File: src/rtl/fe_branch_predictor.sv
// Fetch-side branch predictor: gshare pattern table of 2-bit counters indexed
// by (PC ^ global history), plus a direct-mapped BTB holding tag and target.
// Lookup is combinational from fetch_pc. Updates arrive from AGEX carrying the
// table indices that were produced at prediction time.
// After reset an INIT sequence walks every PT entry (and the BTB valid bits)
// before predictions are enabled. init_busy is the FSM state made visible.
//
// Update handshake: upd_valid is a single-cycle strobe with no back-pressure.
// Every strobe seen while READY is consumed at that clock edge; strobes seen
// during INIT are dropped without effect.
module fe_branch_predictor #(
    parameter int DBITS        = 32,
    parameter int BHRBITS      = 8,
    parameter int PTINDEXBITS  = 8,
    parameter int BTBINDEXBITS = 4,
    parameter int TAGBITS      = 26
) (
    input  logic                    clk,
    input  logic                    reset,
    input  logic [DBITS-1:0]        fetch_pc,
    output logic                    pred_btb_hit,
    output logic                    pred_taken,
    output logic [DBITS-1:0]        pred_next_pc,
    output logic [PTINDEXBITS-1:0]  pred_pt_index,
    output logic [BTBINDEXBITS-1:0] pred_btb_index,
    output logic                    init_busy,
    input  logic                    upd_valid,
    input  logic [DBITS-1:0]        upd_pc,
    input  logic                    upd_taken,
    input  logic [DBITS-1:0]        upd_target,
    input  logic [PTINDEXBITS-1:0]  upd_pt_index,
    input  logic [BTBINDEXBITS-1:0] upd_btb_index,
    output logic [BHRBITS-1:0]      bhr_out
);

    localparam int PT_ENTRIES  = 1 << PTINDEXBITS;
    localparam int BTB_ENTRIES = 1 << BTBINDEXBITS;

    typedef enum logic {
        ST_INIT  = 1'b0,
        ST_READY = 1'b1
    } state_t;

    state_t                   r_state;
    state_t                   w_state_next;
    logic [PTINDEXBITS-1:0]   r_ptr;
    logic [PTINDEXBITS-1:0]   w_ptr_next;
    logic [BHRBITS-1:0]       r_bhr;
    logic [BHRBITS-1:0]       w_bhr_next;
    logic                     w_init_we;
    logic                     w_upd_we;

    // Storage arrays: contents are only ever initialised by the INIT walk.
    logic [1:0]               r_pt         [PT_ENTRIES];
    logic [BTB_ENTRIES-1:0]   r_btb_valid;
    logic [TAGBITS-1:0]       r_btb_tag    [BTB_ENTRIES];
    logic [DBITS-1:0]         r_btb_target [BTB_ENTRIES];

    logic                     w_ready;
    logic [PTINDEXBITS-1:0]   w_pt_index;
    logic [BTBINDEXBITS-1:0]  w_btb_index;
    logic [TAGBITS-1:0]       w_fetch_tag;
    logic                     w_btb_hit;
    logic                     w_taken;
    logic [DBITS-1:0]         w_seq_pc;
    logic                     w_init_clr_btb;
    logic [1:0]               w_pt_old;
    logic [1:0]               w_pt_upd;
    logic                     w_unused_bits;

    // PC bits below the BTB tag are implied by the returned BTB index.
    assign w_unused_bits = ^{upd_pc[DBITS-TAGBITS-1:0], fetch_pc[1:0]};

    // Lookup path: pure function of fetch_pc and pre-edge table state (no bypass).
    assign w_ready      = (r_state == ST_READY);
    assign w_pt_index   = fetch_pc[PTINDEXBITS+1:2] ^ r_bhr;
    assign w_btb_index  = fetch_pc[BTBINDEXBITS+1:2];
    assign w_fetch_tag  = fetch_pc[DBITS-1:DBITS-TAGBITS];
    assign w_btb_hit    = w_ready & r_btb_valid[w_btb_index] &
                          (r_btb_tag[w_btb_index] == w_fetch_tag);
    assign w_taken      = w_btb_hit & r_pt[w_pt_index][1];
    assign w_seq_pc     = fetch_pc + DBITS'(4);

    assign pred_btb_hit   = w_btb_hit;
    assign pred_taken     = w_taken;
    assign pred_next_pc   = w_taken ? r_btb_target[w_btb_index] : w_seq_pc;
    assign pred_pt_index  = w_pt_index;
    assign pred_btb_index = w_btb_index;
    assign init_busy      = (r_state == ST_INIT);
    assign bhr_out        = r_bhr;

    // Only the first BTB_ENTRIES steps of the INIT walk touch the BTB.
    assign w_init_clr_btb = (r_ptr[PTINDEXBITS-1:BTBINDEXBITS] == '0);

    // Saturating 2-bit counter step for the entry named by the pipeline.
    assign w_pt_old = r_pt[upd_pt_index];
    always_comb begin
        w_pt_upd = w_pt_old;
        if (upd_taken) begin
            if (w_pt_old != 2'b11) w_pt_upd = w_pt_old + 2'd1;
        end else begin
            if (w_pt_old != 2'b00) w_pt_upd = w_pt_old - 2'd1;
        end
    end

    // Next-state logic: INIT walks the pointer once, READY absorbs updates.
    always_comb begin
        w_state_next = r_state;
        w_ptr_next   = r_ptr;
        w_bhr_next   = r_bhr;
        w_init_we    = 1'b0;
        w_upd_we     = 1'b0;
        case (r_state)
            ST_INIT: begin
                w_init_we  = 1'b1;
                w_ptr_next = r_ptr + PTINDEXBITS'(1);
                if (r_ptr == '1) w_state_next = ST_READY;
            end
            ST_READY: begin
                if (upd_valid) begin
                    w_upd_we   = 1'b1;
                    w_bhr_next = {r_bhr[BHRBITS-2:0], upd_taken};
                end
            end
            default: begin
                w_state_next = ST_INIT;
            end
        endcase
    end

    // State, clear pointer and global history registers.
    always_ff @(posedge clk) begin
        if (reset) begin
            r_state <= ST_INIT;
            r_ptr   <= '0;
            r_bhr   <= '0;
        end else begin
            r_state <= w_state_next;
            r_ptr   <= w_ptr_next;
            r_bhr   <= w_bhr_next;
        end
    end

    // Table writes: INIT clears entries, READY applies resolved-branch updates.
    always_ff @(posedge clk) begin
        if (!reset) begin
            if (w_init_we) begin
                r_pt[r_ptr] <= 2'b01;
                if (w_init_clr_btb) r_btb_valid[r_ptr[BTBINDEXBITS-1:0]] <= 1'b0;
            end else if (w_upd_we) begin
                r_pt[upd_pt_index] <= w_pt_upd;
                if (upd_taken) begin
                    r_btb_valid[upd_btb_index]  <= 1'b1;
                    r_btb_tag[upd_btb_index]    <= upd_pc[DBITS-1:DBITS-TAGBITS];
                    r_btb_target[upd_btb_index] <= upd_target;
                end
            end
        end
    end

endmodule
File: config.mk
export PLATFORM = sky130hd
export DESIGN_NAME = fe_branch_predictor
export DESIGN_NICKNAME = d
export VERILOG_FILES = /design/src/rtl/fe_branch_predictor.sv
export SDC_FILE = /design/constraint.sdc
export NUM_CORES = 2
export LEC_CHECK = 0
export CAP_MARGIN = 20
export CORE_ASPECT_RATIO = 0.7
export CORE_MARGIN = 2
export CORE_UTILIZATION = 39
export DETAILED_ROUTE_END_ITERATION = 12
export PLACE_DENSITY = 0.66
export RECOVER_POWER = 50
export REMOVE_ABC_BUFFERS = 1
export SLEW_MARGIN = 10
export SYNTH_ARGS = -nofsm -noshare
export SYNTH_HDL_FRONTEND = slang
export SYNTH_SLANG_ARGS = --single-unit
File: constraint.sdc
create_clock -name clk -period 16.8 [get_ports clk]
set_input_delay 3.36 -clock clk [delete_from_list [all_inputs] [get_ports clk]]
set_output_delay 3.36 -clock clk [all_outputs]
set_load 0.05 [all_outputs]
---- Word-level counts from Yosys, hierarchy flattened ----
Memories as Yosys holds them, arrays and structs flattened.
Index checks and enable logic that the tools add are counted.
storage, ports and cells
  register bits ........................... 33
  RAM bits ................................ 1440
  bits of input ports ..................... 112
  output and inout port bits .............. 55
  word-level logic and storage cells ...... 71
  memories ................................ 3
memory list
  name          words  width  rd ports  clocked after memory_dff  wr ports  RTL line  source
  r_btb_target  16     32     1         0                         1         57        logic [DBITS-1:0] r_btb_target [BTB_ENTRIES];
  r_pt          256    2      2         0                         1         54        logic [1:0] r_pt [PT_ENTRIES];
  r_btb_tag     16     26     1         0                         1         56        logic [TAGBITS-1:0] r_btb_tag [BTB_ENTRIES];
operators by class
  $add $sub $neg .......................... 4
  order comparisons ....................... 5
  eq/ne operators ......................... 5
  muxes and demuxes ....................... 33
  bitwise operators ....................... 9
  reductions and logical operators ........ 8
operator list
  kind                   number
  $mux 16                4
  $add 32x3->32 const B  1
  $mux 32                1
  $eq 26x26->1           1
  $mux 1                 20
  $and 16x16->16         1
  $not 16->16            1
  $or 16x16->16          1
  $lt 4x5->1 const B     3
  $add 8x1->8 const B    1
  $demux 1 s4            2
  $eq 8x8->1 const B     1
  $ge 4x1->1 const B     2
  $mux 2                 4
  $mux 8                 1
  $xor 8x8->8            1
  $bmux 1 s4             1
  $logic_not 4->1        1
  $ne 2x2->1 const B     2
  $reduce_and 4->1       1
  $reduce_bool 2->1      2
  $and 1x1->1            3
  $add 2x1->2 const B    1
  $logic_and 1x1->1      2
  other kinds (5)        6

---- Longest topological paths before layout ----
  depth in word-level cells ............... 8
  depth in mapped cells ................... 14

---- Worst setup path after synthesis ----
OpenSTA, ideal clock, no wires.
  path kind ............................... in2reg
  start point ............................. in upd_pt_index[0]
  end point ............................... mem r_pt[0][0], data pin
  library setup time ...................... 2.187 ns
  arrival ................................. 15.894 ns
  data required time ...................... 14.613 ns
  setup slack ............................. -1.281 ns
  stages .................................. 11
  path buffers ............................ 3
  cell sequence ........................... clkbuf_1 -> clkbuf_1 -> buf_2 -> mux4_2 -> a22oi_1 -> a21oi_1 -> nor4_1 -> o22ai_1 -> nor3_1 -> a21oi_1 -> o21ai_0
between the ends
  word-level cells in the longest chain between the ends .. 5
  elaborated cells on any way between the ends .. 9
RTL lines
  what                                       RTL line  source
  from (decl)                                31        input logic [PTINDEXBITS-1:0] upd_pt_index,
  $mem_v2 256x2 (*)                          --
  $sub 2x1->2, or another cell as far along  102       if (w_pt_old != 2'b00) w_pt_upd = w_pt_old - 2'd1;
  $mux 2 (on tied branches)                  102, 100
  $mux 2 (*)                                 99        if (upd_taken) begin
  $mux 2 (no line) (*)                       --
  to (decl)                                  54
Every way passes the cells marked *; elsewhere a longest branch is shown, timed or not.

---- Worst setup path after layout ----
  start point ............................. in fetch_pc[4]
  end point ............................... out pred_next_pc[2]
between the ends
  word-level cells in the longest chain between the ends .. 6
  elaborated cells on any way between the ends .. 11
RTL lines
  what                                                   RTL line  source
  from (decl)                                            20        input logic [DBITS-1:0] fetch_pc,
  branches (longest 5 deep; another with $mem_v2 256x2)  --
  $mux 32 (*)                                            86        assign pred_next_pc = w_taken ? r_btb_target[w_btb_index] : w_seq_pc;
  to (decl)                                              23        output logic [DBITS-1:0] pred_next_pc,
Mark *: on every way between the ends. The select of a mux whose other input is x is not followed.

==> out/results.tsv <==
stage	metric	value	unit
global_route	aggregate global routing overflow	0	
clock_tree	TritonCTS Sinks	1473	
synth	Yosys reg bits	1473	
global_route	number of global-route vias before repair	32300	
clock_tree	CTS buffer count	145	
final_layout	ratio of cells with drive above 1 in the final layout	22.0	%
die	io pins	167	
setup_path	reg2reg setup slack	10790	ps
synth	post-synthesis sequential area ratio	71.9	%
setup_path	Setup CP Type	input port to output port	
power	sw power	1.66	mW
final_layout	Syn-to-layout area delta	14.0	%
outcome	violations in the final reports	capacitance limit, slew limit	
power	leakage power	22.4	nW
setup_path	ordered list of cells on the worst path	clkbuf_8, buf_4, buf_4, mux4_2, xor2_1, o21ai_0, o2111a_1, o221ai_1, nor4_1, inv_1, nor4_4, buf_4, mux2i_1, clkdlybuf4s50_1	
timing	final hold viol count	0	
synth	Syn Inst Count	3173	
synth	synthesized cell area	61300	µm²
synth	Main synth FF type	edfxtp_1	
final_layout	area of the multi-input gates	16200	µm²
worst_hold_path	worst hold path class	flop to flop	
setup_path	Worst Path Arrival	9620	ps
synth	Compound-Gate Fraction of Synth Area	2.79	%
timing	Period minus WS final	12980	ps
die	starting density of the core	39.3	%
clock_tree	CTS Hold Bufs	0	
clock_tree	clk buf depth	3	
drt	drt via density	5.86	
setup_path	critical path launch point type	input port	
die	die height	336	µm
clock_tree	H-tree depth	4	
synth	Synth Area in Simple Gates	4.31	%
synth	Mapped Avg Cell Area	19.3	µm²
clock_tree	CTS clk-pin slew, worst paths	60	ps
timing	Layout Skew	62.0	ps
global_route	largest net degree at the start of global routing	121	
placement	Port Buffers	160	
timing	slew margin rel.	-160	%
power	switch share	21.9	%
timing	worst slew pin tran	3900	ps
die	die area	160000	µm²
timing	RSZ-0062 raised after global routing	no	
synth	Synth Area in Adders	0.118	%
timing	# setup viols final	0	
die	Die X-Extent	478	µm
drt	DRC errors left	0	
drt	vias	32700	
timing	Slew Limit Fails	532	
synth	number of synthesized flops with an enable pin	1456	
timing	worst-case hold slack	485	ps
placement	Detail Placement HPWL	92.0	mm
power	register share of total power	53.1	%
placement	routability cong.	0.864	
global_route	first-pass GRT wire length	229	mm
timing	f_max	77.0	MHz
clock_tree	Clock Tree Root	clkbuf_16	
power	clock power share	41.7	%
setup_path	CP endpoint kind	output port	
synth	main combinational cell family by area after synthesis	multiplexers	
setup_path	Worst Path Required	13440	ps
power	Pwr Density	108	nW/µm²
synth	fraction of registers with async set/reset	0	%
outcome	status	finished, violations left	
power	Int Pwr	5.92	mW
clock_tree	clk_lat worst skew	790	ps
clock_tree	CTS resizes	0	
setup_path	FF-to-FF path depth	7	
power	Max rail drop VDD	0.0961	mV
drt	DRT antenna net count	0	
synth	count of cell types in the netlist	69	
final_layout	Fill cells	13200	
final_layout	final instance area	69900	µm²
drt	first-pass detailed-route iteration total	5	
worst_hold_path	worst hold path cell count	2	
power	Logic pwr share	5.2	%
run	Max Cap Violations	24	
global_route	initial antenna violation count	26	
setup_path	Crit path largest cell delay	850	ps
setup_path	CP dominant cell by count	buf_4	
drt	Iteration-0 DRC Markers	4221	
final_layout	nets	3488	
final_layout	Sequential Area	44100	µm²
synth	post-synthesis xor/xnor area fraction	1.20	%
setup_path	crit path max fanout	47	
synth	multiplexer area fraction after synthesis	17.9	%
placement	Cell Area, Placed	65400	µm²
die	row count	121	
synth	Yosys Warn Count	0	
global_route	Global Route Usage Sum	19.6	%
drt	wire per inst	28.4	µm
power	Power Total	7.58	mW
die	Core ar.	156000	µm²
clock_tree	CTS tree	yes	
setup_path	Crit-path slowest cell	clkdlybuf4s50_1	
drt	drt total wl	159	mm
timing	fin crit share	77.3	%
clock_tree	post-CTS setup repair buffer count	0	
final_layout	fin util	44.8	%
-- synthesized netlist by cell type, types with 3 or more instances --
library cell  number  share of area, %
nand2_1          142              0.87
edfxtp_1        1456                71
and3_1             5             0.051
or3_1              3             0.031
nand3_1           35              0.29
a221oi_1           3             0.043
ha_1               5              0.10
mux2_2            11              0.20
dfxtp_1           17              0.56
inv_1             13             0.080
buf_2             42              0.34
a22oi_1           83               1.0
buf_1             11             0.067
a22o_1             4             0.057
o21ai_0           12             0.098
o22ai_1            9             0.092
clkbuf_1         116              0.71
xor2_1            32              0.46
nor2b_1           15              0.15
mux4_1             7              0.30
a21oi_1           83              0.68
o311ai_0           5             0.071
buf_6             11              0.20
nand4_1           15              0.15
nand3b_1           9              0.11
xnor2_1           50              0.71
a31oi_1           13              0.13
mux4_2           431                16
buf_4             19              0.23
mux2i_1           54              0.88
nand2b_1          12              0.12
nor2_1           329               2.0
o221ai_1           4             0.057
nor3_1            16              0.13
a221o_1            3             0.049
and2_1             6             0.061
o31ai_1            5             0.061
or4_1              3             0.037
o2111ai_1          4             0.057
a211oi_1           8             0.098
nor4_1            11              0.11
mux2_4            29              0.71
-- flip-flops by register name (all words and copies together), names as in the netlist --
register and count:
r_pt 512, r_state 1, r_btb_target 512, r_btb_valid 16
r_ptr 8, r_btb_tag 416, bhr_out 8
-- metal layers --
metal / part of all wire, % / up-vias / track usage [%]
li1: - / 13400 / -
met1: 42 / 17400 / 28.1
met2: 46 / 1625 / 30.0
met3: 8.8 / 279 / 4.20
met4: 3.0 / 6 / 6.30
met5: 0.022 / - / 0
-- layout by cell type (no fill, tap or decap), types with 5 or more instances in the layout --
cell type | synthesis | routed
a211oi_1 | 8 | 8
a21oi_1 | 83 | 83
a22oi_1 | 83 | 83
a31oi_1 | 13 | 13
and2_1 | 6 | 6
and3_1 | 5 | 5
buf_16 | 0 | 5
buf_4 | 19 | 59
bufinv_16 | 0 | 9
clkbuf_1 | 116 | 50
clkbuf_16 | 0 | 146
clkdlybuf4s50_1 | 0 | 84
clkinv_1 | 0 | 35
clkinv_2 | 0 | 26
dfxtp_1 | 17 | 17
diode_2 | 0 | 8
dlygate4sd3_1 | 0 | 70
edfxtp_1 | 1456 | 1456
ha_1 | 5 | 5
inv_1 | 13 | 11
mux2_2 | 11 | 11
mux2_4 | 29 | 29
mux2i_1 | 54 | 54
mux4_1 | 7 | 7
mux4_2 | 431 | 431
nand2_1 | 142 | 142
nand2b_1 | 12 | 12
nand3_1 | 35 | 35
nand3b_1 | 9 | 9
nand4_1 | 15 | 15
nor2_1 | 329 | 327
nor2b_1 | 15 | 13
nor3_1 | 16 | 16
nor4_1 | 11 | 11
o21ai_0 | 12 | 11
o22ai_1 | 9 | 9
o311ai_0 | 5 | 5
o31ai_1 | 5 | 5
xnor2_1 | 50 | 48
xor2_1 | 32 | 31
-- path summary, 6_finish.rpt --
| check | from | to |
|---|---|---|
| worst max-delay path | fetch_pc[4] | pred_next_pc[2] |
| worst min-delay path | bhr_out[7] | bhr_out[7] |
| worst max register to register | r_state | r_btb_target[6][25] |
| worst min register to register | bhr_out[7] | bhr_out[7] |
-- power groups by stage --
stage               combinational [mW]  sequential [mW]  clock [mW]
detailed placement               0.402             4.10           0
global placement                 0.399             4.10           0
floorplan                        0.190             4.10           0
global route                     0.419             4.02        3.35
CTS                              0.403             4.02        3.22
finish                           0.397             4.02        3.16
-- layout make-up --
cell class              instances  share of cell area, %
clock inverters                88                   1.17
clock buffers                 171                   5.36
multi-input cells            1483                   23.2
well taps                    2091                   3.74
diodes                          8                 0.0287
flip-flops and latches       1473                   63.1
repair buffers                252                   3.36
inverters                      16                 0.0913
-- through the flow --
stage / setup TNS (ps) / setup slack [ps] / cells
finish: 0 / 3820 / 5582
global route: 0 / 3660 / 5577
CTS: 0 / 3870 / 5570
detailed placement: 0 / 3880 / 5311
global placement: 0 / 3840 / 5307
floorplan: -144000 / -562 / 2972
-- worst max-delay path, delay by kind of cell --
kind / cells / cell delay (ps)
compound gates: 3 / 770
xor+xnor: 1 / 200
buf+inv: 6 / 3140
mux: 2 / 740
simple gates: 2 / 1250
-- cell families after synthesis --
logic type,count (synthesis)
xor gates and xnor gates,83
AOI/OAI and AO/OA,252
buffers and inverters,217
adders and majority gates,6
and+or+nand+nor,610
DFF,1473
muxes,532
No activity file was read; power rests on OpenSTA's default activity.
